--- src/rtl/bcd_clock_pkg.sv ---
// Shared BCD digit/time types, digit limits and the time validate/increment helpers
// used by the alarm clock and its alarm channels.
package bcd_clock_pkg;

    typedef logic [3:0] bcd_digit_t;

    typedef struct packed {
        bcd_digit_t hh_t;
        bcd_digit_t hh_u;
        bcd_digit_t mm_t;
        bcd_digit_t mm_u;
        bcd_digit_t ss_t;
        bcd_digit_t ss_u;
    } bcd_time_t;

    localparam bcd_digit_t DIGIT_MAX    = 4'd9;
    localparam bcd_digit_t TENS_MAX     = 4'd5;
    localparam int         HOUR_MAX     = 23;
    localparam int         SECS_PER_MIN = 60;

    function automatic int hours_of(bcd_time_t t);
        return int'(t.hh_t) * 10 + int'(t.hh_u);
    endfunction

    function automatic logic time_valid(bcd_time_t t);
        return (t.hh_t <= DIGIT_MAX) && (t.hh_u <= DIGIT_MAX) &&
               (t.mm_t <= TENS_MAX)  && (t.mm_u <= DIGIT_MAX) &&
               (t.ss_t <= TENS_MAX)  && (t.ss_u <= DIGIT_MAX) &&
               (hours_of(t) <= HOUR_MAX);
    endfunction

    // Ripple the carry digit by digit; hours wrap 23 -> 00 as a pair.
    function automatic bcd_time_t time_inc(bcd_time_t t);
        bcd_time_t n;
        n      = t;
        n.ss_u = t.ss_u + 4'd1;
        if (t.ss_u == DIGIT_MAX) begin
            n.ss_u = '0;
            n.ss_t = t.ss_t + 4'd1;
            if (t.ss_t == TENS_MAX) begin
                n.ss_t = '0;
                n.mm_u = t.mm_u + 4'd1;
                if (t.mm_u == DIGIT_MAX) begin
                    n.mm_u = '0;
                    n.mm_t = t.mm_t + 4'd1;
                    if (t.mm_t == TENS_MAX) begin
                        n.mm_t = '0;
                        if (hours_of(t) == HOUR_MAX) begin
                            n.hh_t = '0;
                            n.hh_u = '0;
                        end else if (t.hh_u == DIGIT_MAX) begin
                            n.hh_u = '0;
                            n.hh_t = t.hh_t + 4'd1;
                        end else begin
                            n.hh_u = t.hh_u + 4'd1;
                        end
                    end
                end
            end
        end
        return n;
    endfunction

endpackage

--- src/rtl/bcd_alarm_chan.sv ---
// One alarm channel: hh:mm match on the new time, ring timer with auto-clear,
// and (with BCD_CLOCK_SNOOZE_EN) a snooze re-ring timer.
module bcd_alarm_chan
    import bcd_clock_pkg::*;
#(
    parameter int RING_SECS  = 60,
    parameter int SNOOZE_MIN = 5
) (
    input  logic        ck,
    input  logic        rs,
    input  logic        tick,
    input  logic        sec_zero,
    input  logic [15:0] now_hhmm,
    input  logic [15:0] alarm_hhmm,
    input  logic        en,
    input  logic        ack,
    input  logic        snooze,
    output logic        ring
);

    localparam logic [7:0] RING_LAST = 8'(RING_SECS - 1);

    logic       ring_d, ring_q;
    logic [7:0] ring_cnt_d, ring_cnt_q;
    logic       trig, rering, snooze_clr;

    assign trig = tick && sec_zero && en && (now_hhmm == alarm_hhmm);

`ifdef BCD_CLOCK_SNOOZE_EN
    localparam logic [11:0] SNZ_LAST = 12'(SNOOZE_MIN * SECS_PER_MIN - 1);

    logic        snz_pend_d, snz_pend_q;
    logic [11:0] snz_cnt_d, snz_cnt_q;

    assign snooze_clr = snooze;

    always_comb begin
        snz_pend_d = snz_pend_q;
        snz_cnt_d  = snz_cnt_q;
        rering     = 1'b0;
        if (ack) begin
            snz_pend_d = 1'b0;
            snz_cnt_d  = '0;
        end else if (snooze && ring_q) begin
            snz_pend_d = 1'b1;
            snz_cnt_d  = '0;
        end else if (snz_pend_q && tick) begin
            if (snz_cnt_q == SNZ_LAST) begin
                snz_pend_d = 1'b0;
                snz_cnt_d  = '0;
                rering     = 1'b1;
            end else begin
                snz_cnt_d = snz_cnt_q + 1'b1;
            end
        end
    end

    always_ff @(posedge ck or negedge rs) begin
        if (!rs) begin
            snz_pend_q <= 1'b0;
            snz_cnt_q  <= '0;
        end else begin
            snz_pend_q <= snz_pend_d;
            snz_cnt_q  <= snz_cnt_d;
        end
    end
`else
    logic unused_snooze;

    assign snooze_clr    = 1'b0;
    assign rering        = 1'b0;
    assign unused_snooze = snooze ^ (SNOOZE_MIN == 0);
`endif

    // ack and a dropped enable outrank any trigger in the same cycle.
    always_comb begin
        ring_d     = ring_q;
        ring_cnt_d = ring_cnt_q;
        if (ack || !en) begin
            ring_d     = 1'b0;
            ring_cnt_d = '0;
        end else if (ring_q) begin
            if (snooze_clr || (tick && ring_cnt_q == RING_LAST)) begin
                ring_d     = 1'b0;
                ring_cnt_d = '0;
            end else if (tick) begin
                ring_cnt_d = ring_cnt_q + 1'b1;
            end
        end else if (trig || rering) begin
            ring_d     = 1'b1;
            ring_cnt_d = '0;
        end
    end

    always_ff @(posedge ck or negedge rs) begin
        if (!rs) begin
            ring_q     <= 1'b0;
            ring_cnt_q <= '0;
        end else begin
            ring_q     <= ring_d;
            ring_cnt_q <= ring_cnt_d;
        end
    end

    assign ring = ring_q;

endmodule

--- src/rtl/bcd_alarm_clock.sv ---
// BCD 24-hour clock with prescaler, validated time load and N_ALARM alarm channels.
// Optional snooze support is built only when BCD_CLOCK_SNOOZE_EN is defined.
module bcd_alarm_clock
    import bcd_clock_pkg::*;
#(
    parameter int TICK_DIV   = 50000000,
    parameter int N_ALARM    = 4,
    parameter int RING_SECS  = 60,
    parameter int SNOOZE_MIN = 5
) (
    input  logic                   ck,
    input  logic                   rs,
    input  logic                   run,
    input  logic                   set_valid,
    input  logic [23:0]            set_time,
    input  logic [N_ALARM-1:0]     alarm_en,
    input  logic [16*N_ALARM-1:0]  alarm_time,
    input  logic [N_ALARM-1:0]     ack,
    input  logic                   snooze,
    output logic [23:0]            time_bcd,
    output logic                   sec_pulse,
    output logic                   set_err,
    output logic [N_ALARM-1:0]     ring,
    output logic                   ring_any
);

    localparam int            PW        = (TICK_DIV > 1) ? $clog2(TICK_DIV) : 1;
    localparam logic [PW-1:0] TICK_LAST = PW'(TICK_DIV - 1);

    logic [PW-1:0] pre_d, pre_q;
    bcd_time_t     time_d, time_q, time_next;
    logic          sec_pulse_d, sec_pulse_q;
    logic          set_err_d, set_err_q;
    logic          tick, load_ok, tick_applied;
    logic [15:0]   now_hhmm;
    logic          sec_zero;

    assign tick         = run && (pre_q == TICK_LAST);
    assign load_ok      = set_valid && time_valid(set_time);
    assign tick_applied = tick && !load_ok;
    assign time_next    = time_inc(time_q);
    assign now_hhmm     = time_next[23:8];
    assign sec_zero     = (time_next[7:0] == 8'h00);

    // NOTE: every signal gets a default first so no path through the block infers a latch.
    always_comb begin
        pre_d       = pre_q;
        time_d      = time_q;
        sec_pulse_d = tick_applied;
        set_err_d   = set_valid && !load_ok;
        if (run) begin
            pre_d = tick ? '0 : pre_q + 1'b1;
        end
        if (tick_applied) begin
            time_d = time_next;
        end
        if (load_ok) begin
            time_d = set_time;
            pre_d  = '0;
        end
    end

    // NOTE: state updates use <= so every flop samples the pre-edge values of the others.
    always_ff @(posedge ck or negedge rs) begin
        if (!rs) begin
            pre_q       <= '0;
            time_q      <= '0;
            sec_pulse_q <= 1'b0;
            set_err_q   <= 1'b0;
        end else begin
            pre_q       <= pre_d;
            time_q      <= time_d;
            sec_pulse_q <= sec_pulse_d;
            set_err_q   <= set_err_d;
        end
    end

    for (genvar i = 0; i < N_ALARM; i++) begin : g_chan
        bcd_alarm_chan #(
            .RING_SECS  (RING_SECS),
            .SNOOZE_MIN (SNOOZE_MIN)
        ) u_chan (
            .ck         (ck),
            .rs         (rs),
            .tick       (tick_applied),
            .sec_zero   (sec_zero),
            .now_hhmm   (now_hhmm),
            .alarm_hhmm (alarm_time[16*i +: 16]),
            .en         (alarm_en[i]),
            .ack        (ack[i]),
            .snooze     (snooze),
            .ring       (ring[i])
        );
    end

    assign time_bcd  = time_q;
    assign sec_pulse = sec_pulse_q;
    assign set_err   = set_err_q;
    assign ring_any  = |ring;

endmodule

--- config.mk ---
export PLATFORM = sky130hd
export DESIGN_NAME = bcd_alarm_clock
export DESIGN_NICKNAME = d
export VERILOG_FILES = /design/src/rtl/bcd_clock_pkg.sv /design/src/rtl/bcd_alarm_chan.sv /design/src/rtl/bcd_alarm_clock.sv
export SDC_FILE = /design/constraint.sdc
export NUM_CORES = 1
export LEC_CHECK = 0
export CORE_MARGIN = 5
export CORE_UTILIZATION = 55
export DETAILED_ROUTE_END_ITERATION = 8
export MAX_ROUTING_LAYER = met4
export PLACE_DENSITY = 0.79
export RECOVER_POWER = 50
export SLEW_MARGIN = 0
export SYNTH_ARGS = -nofsm -noshare
export SYNTH_HDL_FRONTEND = slang
export SYNTH_SLANG_ARGS = --single-unit
--- constraint.sdc ---
create_clock -name ck -period 4.6 [get_ports ck]
set_clock_uncertainty 0.05 [all_clocks]
set_input_delay 0.69 -clock ck [delete_from_list [all_inputs] [get_ports ck]]
set_output_delay 0.69 -clock ck [all_outputs]
set_load 0.03 [all_outputs]
==> metrics.txt <==
CP Max Fanout 9; GR Layer Usage met3 4.893%; Setup WS pre-CTS -0.4105 ns; grt met1 use 44.51%; clk_lat worst skew 0.35 ns; hpwl dp 20680 um; post-synth top area share 27.22%; Final Instance Count excl. Fillers 1344; dpl cells 1327; Slew HR -132.9%; Boundary Pins 132; Tcrit/Tclk final 97.40%; VDD IR max 0.2066 mV; Horiz. Die Dim 131.3 um; DRC Markers 0; GRT Util Overall 31.56%; Final Worst Setup Slack 0.1195 ns; Max-Cap Viols 1; sequential share of the synthesized area 27.22%; status finished with violations; Syn Inst Count 1009; CTS buffer count 9; Yosys top cell by area dfrtp_1; fin util 70.33%; min cycle time layout 4.480 ns; Final Max Tran Viols 63; hold buffer count at CTS 0; grt total ovfl 0; yosys warns 0; area of the multi-input gates 5578 um2; pwr dens 221.2 nW/um2; met2 usage 46.95%; crit start category input pin; syn_nets 1136; Crit. End Element flop; CTS Root Cell clkbuf_16; Final setup viols 0; Worst Tran Pin Value 3.494 ns; post-synth cell types 92; P_leak 4.142 nW; die height 131.3 um; GP Congestion 1.026; # diodes 0; die area 17230 um2; Antenna Nets Post-Route 0; Sequential cell area 2202 um2; core footprint 14480 um2; worst reg-to-reg path cell count 14; Hold Violations, Final 0; PortBufs 130; Hold WS 0.4536 ns; share of cells above drive strength 1 9.655%; number of synthesized flops with an enable pin 0; Most used DFF post-synth dfrtp_1; Synth area leaders dfrtp_1, xnor2_1, nor2_1, o21ai_0, nand2_1; Power, Total 2.253 mW; most crowded layer after global routing met2; failing checks capacitance limit, slew limit; fmax 223.2 MHz; Hold Path Stages 1; Worst-path clk slew 0.07 ns; DR WL/cell 20.34 um; critical path data required time 4.79 ns; WP data arrival 4.67 ns; HP Class flop to flop; DRT Wirelength 27340 um; Avg Inst Size Synth 8.017 um2; TritonCTS clock tree yes; Iter 0 DRT Violations 868; mapped cell area 8089 um2; Pre-Repair DR Iteration Count 5; TNS Setup 0 ns; WS Path Type input pin to flop; synthesis-to-layout area growth 25.89%; CTS H-Tree Depth 3; initial antenna violation count 0; first-pass GRT wire length 43430 um; Rows 44; largest net degree at the start of global routing 63; CTS max path bufs 2; final-layout fill cell count 1183; DR vias 8658; flop and latch count out of synthesis 88; CTS sink count 88; dpl cell area 9792 um2; vias per cell 6.442; Synth async-reset ratio 100.0%; vias in the first global route 8067; post-route cell area 10180 um2; Starting Density 55.87%; nets 1282
-- routing by layer --
metal	share of wire, %	vias up
met3	8.1	61
met2	44	439
met1	45	4098
met5	0	-
met4	2.7	0
li1	-	4060
-- report_power, final --
| group | internal (mW) | switching, mW |
|---|---|---|
| Combinational | 0.252 | 0.278 |
| Clock | 0.500 | 0.345 |
| Sequential | 0.814 | 0.0641 |
| Total | 1.57 | 0.687 |
-- area by class of cell --
class,count,area share (%)
Multi-Input combinational cell,836,54.77
Sequential cell,88,21.62
Timing Repair Buffer,185,16.75
Clock buffer,10,2.347
Tap cell,184,2.261
Inverter,35,1.290
Clock inverter,6,0.9584
-- cell usage after synthesis, types with 6 or more instances --
cell type  instances
nand4_1           17
nand2b_1          22
and3_1            27
a21oi_1           58
a31oi_1           13
a21o_1             7
o31a_1             6
buf_2             10
xor2_1            29
o22ai_1            6
nand2_1           84
and2_1             7
nor2b_1           20
nor4_1            15
dfrtp_1           88
nor3_1            26
nor2_1            90
o21ai_1            7
o21ai_0           64
ha_1              22
xnor2_1           42
o31ai_1            8
clkbuf_1          30
a211oi_1          11
nor3b_1            9
mux2i_1           19
nand3b_1           8
mux2_2             7
or4_1              9
nand3_1           49
a2111oi_0          7
or3_1             14
o211ai_1          10
inv_1             34
-- registers in the layout (all words and copies together), names as in the netlist --
name and count:
g_chan.u_chan.ring_cnt_q 32, pre_q 26, time_bcd 24, g_chan.u_chan.ring 4, sec_pulse 1, set_err 1
-- repair_timing --
item,4_1_cts,5_1_grt
gates resized for setup,1,16
setup buffers,0,1
pin swaps,1,4
endpoints found under the setup margin,4,34
-- cells in the final DEF, fill, tap and decap left out, drive strengths merged, types with 7 or more instances in the layout --
cell,instances
a2111oi,8
a211oi,11
a21o,7
a21oi,58
a31oi,13
and2,8
and3,27
buf,54
clkbuf,12
clkdlybuf4s50,114
dfrtp,88
dlygate4sd3,15
ha,22
inv,37
mux2,7
mux2i,19
nand2,85
nand2b,22
nand3,50
nand3b,8
nand4,18
nor2,91
nor2b,20
nor3,29
nor3b,9
nor4,18
o211ai,10
o21ai,71
o31ai,8
or3,14
or4,9
xnor2,42
xor2,29
-- critical path: stages --
cell and delay, ns:
clkdlybuf4s50_1 0.42, ha_1 0.30, ha_1 0.21, inv_1 0.07
fa_2 0.48, a2111oi_2 0.30, a21oi_1 0.09, and4_2 0.24
or4b_1 0.58, or4_4 0.44, or4_1 0.41, buf_4 0.19
a21oi_1 0.13, mux2i_1 0.10
-- final timing paths --
check                                               start                        endpoint  slack (ns)
setup / recovery                             set_time[21]  g_chan[0].u_chan.ring_cnt_q[7]        0.12
hold / removal             g_chan[0].u_chan.ring_cnt_q[0]  g_chan[0].u_chan.ring_cnt_q[0]        0.45
setup reg to reg                             time_bcd[21]  g_chan[0].u_chan.ring_cnt_q[7]        0.20
hold reg to reg            g_chan[0].u_chan.ring_cnt_q[0]  g_chan[0].u_chan.ring_cnt_q[0]        0.45
max in group asynchronous                              rs                       pre_q[25]        0.89
min in group asynchronous                              rs                    time_bcd[17]        1.45
-- kinds of logic (layout without fill, tap and decap cells) --
logic type	after synthesis	in the layout	synth area share, %
AOI/OAI and AO/OA	267	267	22.07
xor gates and xnor gates	71	71	7.687
adders and majority gates	26	26	4.393
buffers and inverters	85	236	4.501
DFF	88	88	27.22
muxes	26	26	3.326
and+or+nand+nor	446	446	30.80
(Power assumes the default switching activity.)
